`src/rtl/miriscv_gpr_wb_arbiter.sv`:
```
`default_nettype none
// ============================================================================
// Module   : miriscv_gpr_wb_arbiter
// Purpose  : Shares the single GPR write port between the pipeline writeback
//            (ALU/CSR/jump results) and the LSU load-response path. The
//            winning write is registered for one cycle before it reaches the
//            register file. A per-register pending-load scoreboard lets decode
//            stall on load-use hazards.
// Ports    : clk_i, rst_i             - clock, asynchronous active-high reset
//            pipe_wb_valid_i/ready_o  - pipeline writeback handshake
//            pipe_wb_addr_i/data_i    - pipeline destination and data
//            lsu_wb_valid_i/ready_o   - load response handshake
//            lsu_wb_addr_i/data_i     - load destination and data
//            lsu_issue_i/addr_i       - load issued, marks destination pending
//            gpr_wr_en_o/addr_o/data_o- registered GPR write port
//            gpr_busy_o               - pending-load scoreboard
// Revision : 1.0 - initial release
// ============================================================================
module miriscv_gpr_wb_arbiter #(
  parameter int GPR_ADDR_W   = 5,
  parameter int GPR_DEPTH    = 2 ** GPR_ADDR_W,
  parameter int XLEN         = 32,
  parameter int STARVE_LIMIT = 3
) (
  input  logic                  clk_i,
  input  logic                  rst_i,
  input  logic                  pipe_wb_valid_i,
  output logic                  pipe_wb_ready_o,
  input  logic [GPR_ADDR_W-1:0] pipe_wb_addr_i,
  input  logic [XLEN-1:0]       pipe_wb_data_i,
  input  logic                  lsu_wb_valid_i,
  output logic                  lsu_wb_ready_o,
  input  logic [GPR_ADDR_W-1:0] lsu_wb_addr_i,
  input  logic [XLEN-1:0]       lsu_wb_data_i,
  input  logic                  lsu_issue_i,
  input  logic [GPR_ADDR_W-1:0] lsu_issue_addr_i,
  output logic                  gpr_wr_en_o,
  output logic [GPR_ADDR_W-1:0] gpr_wr_addr_o,
  output logic [XLEN-1:0]       gpr_wr_data_o,
  output logic [GPR_DEPTH-1:0]  gpr_busy_o
);

  // Four bits cover the whole legal STARVE_LIMIT range of 1..15.
  localparam int                CNT_W = 4;
  localparam logic [CNT_W-1:0]  LIMIT = CNT_W'(STARVE_LIMIT);

  logic [CNT_W-1:0]      starve_cnt;
  logic                  both_valid;
  logic                  force_pipe;
  logic                  pipe_accept;
  logic                  lsu_accept;
  logic                  take_write;
  logic [GPR_ADDR_W-1:0] win_addr;
  logic [XLEN-1:0]       win_data;
  logic [GPR_DEPTH-1:0]  busy_q;
  logic [GPR_DEPTH-1:0]  busy_d;
  logic [GPR_DEPTH-1:0]  set_mask;
  logic [GPR_DEPTH-1:0]  clr_mask;

  // Arbitration only matters when both sides request; otherwise both readies
  // stay high so a lone requester is always accepted.
  assign both_valid      = pipe_wb_valid_i & lsu_wb_valid_i;
  assign force_pipe      = (starve_cnt == LIMIT);
  assign pipe_wb_ready_o = ~both_valid | force_pipe;
  assign lsu_wb_ready_o  = ~both_valid | ~force_pipe;

  assign pipe_accept = pipe_wb_valid_i & pipe_wb_ready_o;
  assign lsu_accept  = lsu_wb_valid_i & lsu_wb_ready_o;

  // At most one side is accepted per cycle, so a simple mux picks the beat.
  assign win_addr   = lsu_accept ? lsu_wb_addr_i : pipe_wb_addr_i;
  assign win_data   = lsu_accept ? lsu_wb_data_i : pipe_wb_data_i;
  // Beats to x0 are consumed but never reach the register file.
  assign take_write = (pipe_accept | lsu_accept) & (win_addr != '0);

  // Scoreboard update: clear on an accepted load response, set on issue.
  // The set is applied last so it wins when both target the same register.
  always_comb begin
    set_mask = '0;
    clr_mask = '0;
    if (lsu_issue_i && (lsu_issue_addr_i != '0)) begin
      set_mask[lsu_issue_addr_i] = 1'b1;
    end
    if (lsu_accept) begin
      clr_mask[lsu_wb_addr_i] = 1'b1;
    end
    busy_d = (busy_q & ~clr_mask) | set_mask;
  end

  // Starvation counter: counts consecutive cycles the pipeline requested but
  // lost; saturates at the limit, where the pipeline is then forced through.
  always_ff @(posedge clk_i or posedge rst_i) begin
    if (rst_i) begin
      starve_cnt <= '0;
    end else if (!pipe_wb_valid_i || pipe_accept) begin
      starve_cnt <= '0;
    end else if (starve_cnt != LIMIT) begin
      starve_cnt <= starve_cnt + 1'b1;
    end
  end

  // Registered write port; address and data hold when no write is taken.
  always_ff @(posedge clk_i or posedge rst_i) begin
    if (rst_i) begin
      gpr_wr_en_o   <= 1'b0;
      gpr_wr_addr_o <= '0;
      gpr_wr_data_o <= '0;
    end else begin
      gpr_wr_en_o <= take_write;
      if (take_write) begin
        gpr_wr_addr_o <= win_addr;
        gpr_wr_data_o <= win_data;
      end
    end
  end

  always_ff @(posedge clk_i or posedge rst_i) begin
    if (rst_i) begin
      busy_q <= '0;
    end else begin
      busy_q <= busy_d;
    end
  end

  assign gpr_busy_o = busy_q;

endmodule
`default_nettype wire

```
`config.mk`:
```
export PLATFORM = sky130hd
export DESIGN_NAME = miriscv_gpr_wb_arbiter
export DESIGN_NICKNAME = d
export VERILOG_FILES = /design/src/rtl/miriscv_gpr_wb_arbiter.sv
export SDC_FILE = /design/constraint.sdc
export NUM_CORES = 1
export LEC_CHECK = 0
export CAP_MARGIN = 15
export CORE_UTILIZATION = 30
export CTS_CLUSTER_DIAMETER = 100
export CTS_CLUSTER_SIZE = 10
export DETAILED_ROUTE_END_ITERATION = 8
export HOLD_SLACK_MARGIN = 0.15
export PLACE_DENSITY = 0.57
export SYNTH_ARGS = -nofsm -noshare
export SYNTH_HDL_FRONTEND = slang
export SYNTH_SLANG_ARGS = --single-unit
```
`constraint.sdc`:
```
create_clock -name clk_i -period 3.3 [get_ports clk_i]
set_input_delay 0.66 -clock clk_i [delete_from_list [all_inputs] [get_ports clk_i]]
set_output_delay 0.66 -clock clk_i [all_outputs]
set_load 0.03 [all_outputs]
```
== Yosys cells after proc, flatten, opt, wreduce, memory -nomap -nowiden ==
Cells that the tools add are included.
W data, S select, Z words.
Storage, ports and cells
  register bits after elaboration: 74
  input bits: 84
  memory bits (read-only): 0
  logic and storage cells: 42
  latch bits: 0
  memories kept: 0
  output and inout bits: 72
  bits in writable memories: 0
Cells by class
  equal/unequal tests: 2
  shift operators: 0
  bitwise gates (word level): 12
  $lt $le $gt $ge: 4
  add/sub/neg operators: 1
  reductions and logical operators: 8
  mux-type cells: 10
  divide/modulo/power cells: 0
  multiply operators: 0
Operators with widths (count)
  $mux W32: 3
  $and A32 B32 Y32: 1
  $not A32 Y32: 1
  $or A32 B32 Y32: 1
  $lt A5 B6 Y1 const B: 2
  $demux W1 S5: 2
  $ge A5 B1 Y1 const B: 2
  $reduce_bool A5 Y1: 2
  $mux W4: 2
  $mux W5: 1
  $add A4 B1 Y4 const B: 1
  $and A1 B1 Y1: 4
  $eq A4 B2 Y1 const B: 1
  $ne A4 B2 Y1 const B: 1
  $logic_and A1 B1 Y1: 3
  $or A1 B1 Y1: 3
  $mux W1: 2
  $not A1 Y1: 2
  $reduce_bool A2 Y1: 1
  $logic_not A1 Y1: 1
  $logic_or A1 B1 Y1: 1

== Logic depth before layout (Yosys ltp) ==
  depth after elaboration: 8
  depth in mapped cells: 6
  mapped depth without buffers: 5

== Least setup slack after synthesis ==
Ideal clock, no wire load.
  path type: input -> register
  start point: input lsu_wb_valid_i
  end point: register gpr_wr_data_o[15]
  slack: 1076 ps
  cell stages on the path: 6
  library setup time: 127 ps
  required time: 3173 ps
  arrival time: 2097 ps
  buffers on the path: 2
  cells stage by stage: buf_2 -> inv_1 -> nor2_2 -> buf_2 -> mux2_2 -> mux2_1
On the way
  longest elaborated chain between the ends: 7
  elaborated cells between the ends (all ways): 11
  those cells by class: 2 x mux; 8 x bitwise; 1 x reduce/logical
Ends and longest elaborated chain
  start, declared: line 31  | input logic lsu_wb_valid_i,
  $and A1 B1 Y1: line 62  | assign both_valid = pipe_wb_valid_i & lsu_wb_valid_i;
  $not A1 Y1: line 64, 65
  $or A1 B1 Y1: line 65  | assign lsu_wb_ready_o = ~both_valid | ~force_pipe;
  $and A1 B1 Y1: line 68  | assign lsu_accept = lsu_wb_valid_i & lsu_wb_ready_o;
  $mux W5: line 71  | assign win_addr = lsu_accept ? lsu_wb_addr_i : pipe_wb_addr_i;
  $reduce_bool A5 Y1: line 74  | assign take_write = (pipe_accept | lsu_accept) & (win_addr != '0);
  $and A1 B1 Y1: line 74
  end signal, assigned: line 112  | gpr_wr_data_o <= win_data;
  end, declared: line 39  | output logic [XLEN-1:0] gpr_wr_data_o,
Parallel ways exist; a longest one is shown, timed or not.
A chain may end at the register's enable or synchronous reset.

== Final worst setup path ==
  start point: input lsu_wb_valid_i
  end point: output pipe_wb_ready_o
On the way
  longest elaborated chain between the ends: 3
Ends and longest elaborated chain
  $and A1 B1 Y1: line 62
  $not A1 Y1: line 64  | assign pipe_wb_ready_o = ~both_valid | force_pipe;
  $or A1 B1 Y1: line 64
  end, declared: line 28  | output logic pipe_wb_ready_o,
No other way between the ends.

==> out/qor.txt <==
Status = finished with violations
Violated checks = DRC
Fin crit share = 0.847
Ant diodes = 0
Max Clock Skew = 0.00689 ns
1st-iter DRT viols = 97
Setup TNS = 0 ns
CTS sink count = 74
Nets = 544
DP HPWL = 7870 um
Main area contributors after synthesis = dfrtp_1, mux2_2, nand2_1, o2bb2ai_1, a22o_1
VDD IR-drop max = 199 uV
Clock Tree Buf Depth = 2
CTS tree = built
Most used flip-flop cell after synthesis = dfrtp_1
I/O Buffers = 155
Top cells by count, synth = dfrtp_1, mux2_2, nand2_1
Sequential area share after synthesis = 0.520
Tmin final = 2.79 ns
Initial Util = 0.309
Gr usage total = 0.177
Initial antenna violation count = 0
Router iterations before antenna repair = 6
Synthesized area per cell = 12.3 um^2
Pwr Density = 537 mW/mm^2
Slew Viols, Final = 0
Worst rel slew slack = 0.543
Top-area cell type share of the netlist area = 0.520
Total power = 3.01 mW
Crit path capture type = primary output
Cell Area, Synth = 0.00356 mm^2
Worst path arrival time = 2.13 ns
Grt total ovfl = 0
Layout Cells excl Fill = 606
Core area = 0.0115 mm^2
Hold Slack = 0.474 ns
YS warnings = 0
Min-delay worst type = flip-flop to flip-flop
Via count = 2994
P_leak = 2.25 nW
Root Driver = clkbuf_16
Final core utilization = 0.486
Worst slew pin tran = 0.681 ns
Gpl congestion = 0.787
Height of the chip = 111 um
Post-Syn Nets = 375
Crit start category = primary input
Final WL = 10400 um
Post-DR wirelength/cell = 17.2 um
Num ports = 156
Endpoints failing setup = 0
Post-Synthesis Cells = 290
Count leader, synth = dfrtp_1
F_max = 358 MHz
Remaining antenna violation count = 0
Setup Buffers After CTS = 0
Vias per cell = 4.94
Synth area leader = dfrtp_1
Final worst slack = 0.507 ns
Netlist cell types = 37
Global-route wire length before repair = 17100 um
Vias in the first global route = 3227
Final Hold Viols = 0
Ys async rst share = 1.00
Unrepaired setup endpoints after global routing = no
H-tree depth = 3
Die width = 111 um
Placed inst area = 0.00534 mm^2
Worst EP required = 2.64 ns
Die area = 0.0123 mm^2
EDFF count, synth = 0
Clk_lat worst skew = 0.33 ns
Synthesized flop and latch total = 74
Area delta synth->final = 57.3%
Setup slack at placement = 0.517 ns
# DRC = 14
Post-layout instance area = 0.00560 mm^2
Cts-stage hold buffer count = 0
Worst Path Max Fanout = 8
Largest net degree at the start of global routing = 47
FP Rows = 39
Cells after DPL = 591
Setup CP Type = primary input to primary output
Post-CTS Resized = 0
Clock slew at reported path FFs = 0.06 ns
Layout cells sized above 1 = 0.227
CTS buffer count = 9
Max Cap Violations = 0
[report_power, final]
part	switching (mW)	internal [mW]	leakage, nW
Clock	0.378	0.499	0.127
Combinational	0.510	0.481	1.23
Sequential	0.0876	1.05	0.891
Total	0.976	2.03	2.25
[layout make-up]
class	instances	area (um^2)
clock buffers	9	225
clock inverters	6	35.0
fillers	1068	5920
inverters	4	15.0
multi-input cells	202	1630
flip-flops and latches	74	1850
well taps	143	179
repair buffers	168	1660
[state kept, by name (all words and copies together), names as in the netlist]
| register | count |
|---|---|
| gpr_wr_en_o | 1 |
| gpr_busy_o | 32 |
| gpr_wr_addr_o | 5 |
| starve_cnt | 4 |
| gpr_wr_data_o | 32 |
[cells in the final DEF, fill, tap and decap left out, types with 2 or more instances in the layout]
master / Yosys / layout
a21oi_1: 2 / 2
a22o_1: 8 / 8
a32o_1: 3 / 3
and3_1: 2 / 2
buf_4: 0 / 12
clkbuf_16: 0 / 9
clkdlybuf4s50_1: 0 / 155
clkinv_2: 0 / 4
clkinvlp_4: 0 / 2
dfrtp_1: 74 / 74
inv_1: 4 / 3
mux2_2: 69 / 69
mux2i_1: 2 / 2
nand2_1: 31 / 31
nand2b_1: 5 / 5
nand3_1: 8 / 8
nand4_1: 4 / 4
nand4b_1: 3 / 3
nor2_1: 10 / 10
nor2b_1: 5 / 5
nor3_1: 6 / 6
nor3b_1: 3 / 3
o21ai_0: 11 / 11
o2bb2ai_1: 12 / 12
o31ai_1: 3 / 3
xnor2_1: 2 / 2
[metal layers]
| metal | part of all wire | track usage | wire, um | vias up |
|---|---|---|---|---|
| met3 | 0.099 | 0.0738 | 1040 | 10 |
| met1 | 0.44 | 0.219 | 4600 | 1458 |
| met4 | 0.011 | 0.0511 | 119 | 0 |
| met2 | 0.45 | 0.279 | 4660 | 123 |
| met5 | 0 | 0 | 0 | - |
| li1 | - | - | - | 1403 |
[critical path: stages]
cell and delay [ns]:
clkdlybuf4s50_1 0.64, nand3_1 0.18, clkdlybuf4s50_1 0.65
[path summary, 6_finish.rpt]
kind	start	end	slack [ns]	cells past startpoint
hold reg to reg	starve_cnt[0]	starve_cnt[0]	0.47	1
setup / recovery	lsu_wb_valid_i	pipe_wb_ready_o	0.51	3
min in group asynchronous	rst_i	gpr_wr_data_o[22]	0.53	2
hold / removal	starve_cnt[0]	starve_cnt[0]	0.47	1
setup reg to reg	starve_cnt[0]	gpr_wr_data_o[15]	1.12	6
max in group asynchronous	rst_i	gpr_busy_o[16]	1.95	3
[logic make-up after synthesis]
logic type	after synthesis	synth area share
fa+ha+maj	1	0.00351
buf+inv	14	0.0228
simple gates	86	0.131
flops	74	0.520
compound gates	41	0.0903
mux	72	0.227
xor+xnor	2	0.00492
No activity file was read; power rests on OpenSTA's default activity.
